===== src/rtl/hazard_glitch_filter_if.sv =====
// Signal bundle between a hazard-prone net source and the glitch filter.
// The master side drives the raw net and the counter clear; the slave side is the filter.
interface hazard_glitch_filter_if #(
    parameter int unsigned CNT_W = 8
);
    logic             z_in;
    logic             cnt_clr;
    logic             z_clean;
    logic             edge_pulse;
    logic             glitch_pulse;
    logic [CNT_W-1:0] glitch_cnt;

    modport master (
        output z_in,
        output cnt_clr,
        input  z_clean,
        input  edge_pulse,
        input  glitch_pulse,
        input  glitch_cnt
    );

    modport slave (
        input  z_in,
        input  cnt_clr,
        output z_clean,
        output edge_pulse,
        output glitch_pulse,
        output glitch_cnt
    );
endinterface


===== src/rtl/hazard_glitch_filter.sv =====
// Synchronizes a raw hazard-prone net, accepts a new level only after it has been stable
// for STABLE_CYCLES samples, and counts rejected excursions with a saturating counter.
module hazard_glitch_filter #(
    parameter int unsigned SYNC_STAGES   = 2,
    parameter int unsigned STABLE_CYCLES = 4,
    parameter int unsigned CNT_W         = 8
) (
    input  logic                  clk,
    input  logic                  rst_n,
    hazard_glitch_filter_if.slave bus
);
    localparam int unsigned StabW = $clog2(STABLE_CYCLES) + 1;
    localparam logic [StabW-1:0] StabLast = StabW'(STABLE_CYCLES - 1);

    localparam logic [0:0] StStable = 1'b0;
    localparam logic [0:0] StCand   = 1'b1;

    logic [SYNC_STAGES-1:0] sync_q;
    logic                   s;
    logic [0:0]             state_q, state_d;
    logic [StabW-1:0]       stab_q, stab_d;
    logic                   z_clean_q, z_clean_d;
    logic                   edge_q, edge_d;
    logic                   glitch_q, glitch_d;
    logic [CNT_W-1:0]       cnt_q, cnt_d;

    assign s = sync_q[SYNC_STAGES-1];

    // The candidate level is always !z_clean, so only its age is tracked.
    always_comb begin
        state_d   = state_q;
        stab_d    = stab_q;
        z_clean_d = z_clean_q;
        edge_d    = 1'b0;
        glitch_d  = 1'b0;
        cnt_d     = cnt_q;
        case (state_q)
            StStable: begin
                if (s != z_clean_q) begin
                    state_d = StCand;
                    stab_d  = StabW'(1);
                end
            end
            StCand: begin
                if (s != z_clean_q) begin
                    if (stab_q == StabLast) begin
                        z_clean_d = s;
                        edge_d    = 1'b1;
                        state_d   = StStable;
                    end else begin
                        stab_d = stab_q + 1'b1;
                    end
                end else begin
                    glitch_d = 1'b1;
                    state_d  = StStable;
                    if (cnt_q != '1) begin
                        cnt_d = cnt_q + 1'b1;
                    end
                end
            end
            default: state_d = StStable;
        endcase
        // Clear wins over a coincident increment; the glitch strobe still fires.
        if (bus.cnt_clr) begin
            cnt_d = '0;
        end
    end

    always_ff @(posedge clk or negedge rst_n) begin
        if (!rst_n) begin
            sync_q    <= '0;
            state_q   <= StStable;
            stab_q    <= '0;
            z_clean_q <= 1'b0;
            edge_q    <= 1'b0;
            glitch_q  <= 1'b0;
            cnt_q     <= '0;
        end else begin
            sync_q    <= {sync_q[SYNC_STAGES-2:0], bus.z_in};
            state_q   <= state_d;
            stab_q    <= stab_d;
            z_clean_q <= z_clean_d;
            edge_q    <= edge_d;
            glitch_q  <= glitch_d;
            cnt_q     <= cnt_d;
        end
    end

    assign bus.z_clean      = z_clean_q;
    assign bus.edge_pulse   = edge_q;
    assign bus.glitch_pulse = glitch_q;
    assign bus.glitch_cnt   = cnt_q;
endmodule


===== src/flat_wrapper.sv =====
// flat-port wrapper written by rule: the top's interface ports become plain ports
module hazard_glitch_filter_flat 
#(
    parameter int unsigned SYNC_STAGES   = 2,
    parameter int unsigned STABLE_CYCLES = 4,
    parameter int unsigned CNT_W         = 8
)
  (clk, rst_n, bus_z_in, bus_cnt_clr, bus_z_clean, bus_edge_pulse, bus_glitch_pulse, bus_glitch_cnt);
  hazard_glitch_filter_if #(.CNT_W(CNT_W)) bus_i ();
  input  logic clk;
  input  logic rst_n;
  input wire logic [$bits(bus_i.z_in)-1:0] bus_z_in;
  input wire logic [$bits(bus_i.cnt_clr)-1:0] bus_cnt_clr;
  output wire logic [$bits(bus_i.z_clean)-1:0] bus_z_clean;
  output wire logic [$bits(bus_i.edge_pulse)-1:0] bus_edge_pulse;
  output wire logic [$bits(bus_i.glitch_pulse)-1:0] bus_glitch_pulse;
  output wire logic [$bits(bus_i.glitch_cnt)-1:0] bus_glitch_cnt;
  assign bus_i.z_in = bus_z_in;
  assign bus_i.cnt_clr = bus_cnt_clr;
  assign bus_z_clean = bus_i.z_clean;
  assign bus_edge_pulse = bus_i.edge_pulse;
  assign bus_glitch_pulse = bus_i.glitch_pulse;
  assign bus_glitch_cnt = bus_i.glitch_cnt;
  hazard_glitch_filter #(.SYNC_STAGES(SYNC_STAGES), .STABLE_CYCLES(STABLE_CYCLES), .CNT_W(CNT_W)) u_core (.clk(clk), .rst_n(rst_n), .bus(bus_i));
endmodule

===== config.mk =====
export PLATFORM = sky130hd
export DESIGN_NAME = hazard_glitch_filter_flat
export DESIGN_NICKNAME = d
export VERILOG_FILES = /design/src/rtl/hazard_glitch_filter_if.sv /design/src/rtl/hazard_glitch_filter.sv /design/src/flat_wrapper.sv
export SDC_FILE = /design/constraint.sdc
export NUM_CORES = 1
export LEC_CHECK = 0
export CAP_MARGIN = 25
export CORE_UTILIZATION = 44
export CTS_CLUSTER_SIZE = 8
export DETAILED_ROUTE_END_ITERATION = 10
export MAX_ROUTING_LAYER = met4
export PLACE_DENSITY = 0.75
export SLEW_MARGIN = 5
export SYNTH_ARGS = -nofsm -noshare
export SYNTH_HDL_FRONTEND = slang
export SYNTH_SLANG_ARGS = --single-unit
export TNS_END_PERCENT = 30

===== constraint.sdc =====
create_clock -name clk -period 1.55 [get_ports clk]
set_clock_uncertainty 0.1 [all_clocks]
set_input_delay 0.155 -clock clk [delete_from_list [all_inputs] [get_ports clk]]
set_output_delay 0.155 -clock clk [all_outputs]
set_load 0.01 [all_outputs]

==> impl_metrics.py <==
metrics = {
    "detailed_routing": {
        "initialDrtViolationCount": 7,
        "route.detailed.drc": 0,
        "routed-via-count": 669,
        "totalWireLength_mm": 1.72,
        "drt_pass1_iterations": 4,
        "routed_via_density": 5.11,
        "ant_nets": 0,
        "route.detailed.wl_per_inst_um": 13.1,
    },
    "global_route": {
        "grt_antenna_before_repair": 0,
        "grt_pass1_wl_mm": 2.87,
        "first_global_vias": 676,
        "global_route.usage.total_pct": 20.9,
        "maximum_number_of_pins_on_one_net_before_global_route_repair": 18,
        "grt.overflow.total": 0,
    },
    "logic_synthesis": {
        "synth_cells": 74,
        "synthesis.yosys.warnings": 0,
        "netlist_area_um2": 813,
        "synth_fa_ha_area_share_pct": 4.62,
        "yosysTopAreaCell": "dfrtp_1",
        "synth_top_family_by_area": "simple AND/OR/NAND/NOR gates",
        "synth_fp_nets": 81,
        "asyncSetResetFlopFracSynth_pct": 100,
        "synth_top_flop_cell": "dfrtp_1",
        "yosys.area_share.xor_xnor_pct": 6.62,
        "synth_area_per_cell_um2": 11.0,
        "yosys-mux-area-fraction_pct": 6.31,
        "most_common_library_cells_after_synthesis": "17 x dfrtp_1, 8 x nor2_1, 5 x a21oi_1, 5 x nand2_1",
        "post_synth_and_or_nand_nor_area_fraction_pct": 17.2,
        "synth.ff_latch_count": 17,
        "synth.distinct_cells": 25,
        "synthMostInstantiatedCell": "dfrtp_1",
        "synth_top_cells_by_area": "dfrtp_1 52%, mux2i_1 4.9%, ha_1 4.6%, nor2_1 3.7%, xnor2_4 3.4%",
        "synth_compound_area_share_pct": 10.5,
        "yosys.area.top_type_share_pct": 52.3,
        "synth-seq-area-share_pct": 52.3,
        "synth_enable_flop_cells": 0,
    },
    "final_layout": {
        "layoutNonFillerInstCount": 131,
        "stdcell_area_um2": 1160,
        "antenna-diode-count": 0,
        "nets": 114,
        "area.growth.synth_to_final_pct": 42.9,
        "drive_gt1_share_pct": 32.1,
    },
    "die": {
        "core.rowCount": 15,
        "fp.dieW_um": 45.0,
        "chipHeight_um": 45.0,
        "ios": 15,
        "initial_core_util_pct": 47.1,
        "core-area_um2": 1730,
        "die_area_um2": 2020,
    },
    "critical_path": {
        "r2r.worst_path.cells": 5,
        "path_cells": "ha_4, nand4_1, o211ai_4, or3_1, a21oi_2",
        "cp-start-kind": "flop",
        "setup.reg_to_reg.worst_slack_ns": -0.03,
        "timing.critical_path.slowest_cell_delay_ns": 0.44,
        "r2r-end": "u_core.bus.glitch_cnt[5]$_DFFE_PN0P_",
        "required_ns": 1.67,
        "timing.rr.start": "u_core.bus.glitch_cnt[1]$_DFFE_PN0P_",
        "worstSetupEndpointType": "flop",
        "cp_num_buf_inv": 0,
        "worst_ep_arrival_time_ns": 1.71,
        "critical-path-top-delay-family": "simple AND/OR/NAND/NOR gates",
        "worst-setup-path-type": "reg -> reg",
        "slowest_stage": "dfrtp_2",
        "worst-path-max-fanout": 6,
    },
    "timing": {
        "timing_hold_violations_final": 0,
        "fmax_ghz": 0.631,
        "hold_ws_ns": 0.0735,
        "timing_max_transition_violations_final": 0,
        "final.setup.worst_slack_ns": -0.0343,
        "grt_setup_unrepaired": "yes",
        "min_period_ns": 1.58,
        "tightest_slew_ns": 0.305,
        "slew_headroom_pct": 79.5,
        "setup_violations": 6,
        "final_min_period_over_clock_period_pct": 102,
    },
    "clock_tree": {
        "clk_pin_slew_ns": 0.10,
        "cts_bufs_inserted": 3,
        "holdBufCountCts": 0,
        "root_buffer": "clkbuf_4",
        "tritoncts_num_sinks": 17,
        "htreeDepth": 1,
        "ctsLongestPathBuffers": 2,
        "tritoncts_clock_tree": "built",
        "insertion_delay_ns": 0.29,
    },
    "pwr": {
        "power.leakage_nw": 0.562,
        "totalPowerFinal_w": 0.00162,
        "power_per_cell_area_nw_per_um2": 1390,
        "max-vdd-ir-drop_v": 0.000846,
    },
    "run_status": {
        "run_status": "complete, but fails checks",
        "failed_checks": "setup timing",
    },
    "flow_run": {
        "timing.max_cap.violations": 0,
    },
    "placement": {
        "io_buffers": 14,
        "inst_count_dp": 126,
        "placement.cell_area_um2": 1110,
        "dp.final_hpwl_mm": 1.21,
        "globalplace.congestion": 0.775,
        "place_ws_ns": -0.0683,
    },
    "worst_hold_path": {
        "hold_path.class": "in -> async",
    },
}
[logic make-up (layout without fill, tap and decap cells)]
family,count (synthesis),after routing
AO/OA/AOI/OAI,12,12
XOR/XNOR,4,4
adder cells (fa/ha/maj),3,3
buffers and inverters,5,37
flip-flops,17,17
multiplexers,5,5
AND/OR/NAND/NOR,28,28
[final cells by class]
cell class	instances	area, µm²
clock buffers	4	26.3
fillers	156	564
inverters	3	11.3
multi-input cells	52	408
flip-flops and latches	17	429
well taps	25	31.3
repair buffers	30	256
[worst max path at each step]
stage	startpoint	slack, ns	cells after the start	endpoint
final	u_core.bus.glitch_cnt[1]$_DFFE_PN0P_	-0.03	5	u_core.bus.glitch_cnt[5]$_DFFE_PN0P_
after global placement	u_core.bus.glitch_cnt[1]$_DFFE_PN0P_	-0.03	5	u_core.bus.glitch_cnt[5]$_DFFE_PN0P_
after floorplan	u_core.bus.glitch_cnt[0]$_DFFE_PN0P_	-0.02	5	u_core.bus.glitch_cnt[3]$_DFFE_PN0P_
after detailed placement	u_core.bus.glitch_cnt[1]$_DFFE_PN0P_	-0.07	5	u_core.bus.glitch_cnt[5]$_DFFE_PN0P_
after global routing	u_core.bus.glitch_cnt[1]$_DFFE_PN0P_	-0.13	5	u_core.bus.glitch_cnt[6]$_DFFE_PN0P_
after CTS	u_core.bus.glitch_cnt[1]$_DFFE_PN0P_	-0.04	5	u_core.bus.glitch_cnt[5]$_DFFE_PN0P_
[per-layer routing]
metal	global-route usage [%]	up-vias	wire, µm
met4	11.5	0	36
met2	35.7	16	894
met5	-	-	0
met3	2.80	5	65
met1	23.5	321	723
li1	-	327	-
[power breakdown]
part	leakage, nW	internal [W]	switching (W)	total [W]
logic	0.329	0.000393	0.000364	0.000757
clock network	0.0150	0.000100	0.000138	0.000238
registers	0.218	0.000546	0.0000759	0.000622
total	0.562	0.00104	0.000578	0.00162
[flip-flops by register name, indices dropped and copies added, names as in the netlist]
name	count
u_core.bus.edge_pulse	1
u_core.bus.glitch_cnt	8
u_core.bus.glitch_pulse	1
u_core.bus.z_clean	1
u_core.stab_q	3
u_core.state_q	1
u_core.sync_q	2
[per-stage QoR]
stage                     setup TNS (ns)  utilization (%)
after floorplan                  -0.0353                -
after global placement           -0.0511             64.1
after detailed placement          -0.184             64.1
after CTS                         -0.119             66.3
after global routing              -0.657             67.3
final                            -0.0701             67.3
[layout by cell type, fill, tap and decap left out, drive strengths merged, types with 3 or more instances in the layout]
| cell type | count |
|---|---|
| mux2i | 4 |
| clkbuf | 4 |
| buf | 16 |
| nand2 | 5 |
| clkdlybuf4s50 | 5 |
| ha | 3 |
| xor2 | 3 |
| dlygate4sd2 | 7 |
| dfrtp | 17 |
| a21oi | 5 |
| nand4 | 4 |
| o21ai | 4 |
| nor2 | 8 |
| inv | 3 |
[timing repair]
action                     in CTS  in global routing
resized for setup              12                  6
setup endpoints to repair      13                 11
buffers inserted                1                  0
pin swaps                       7                  1
(Power assumes the default switching activity.)
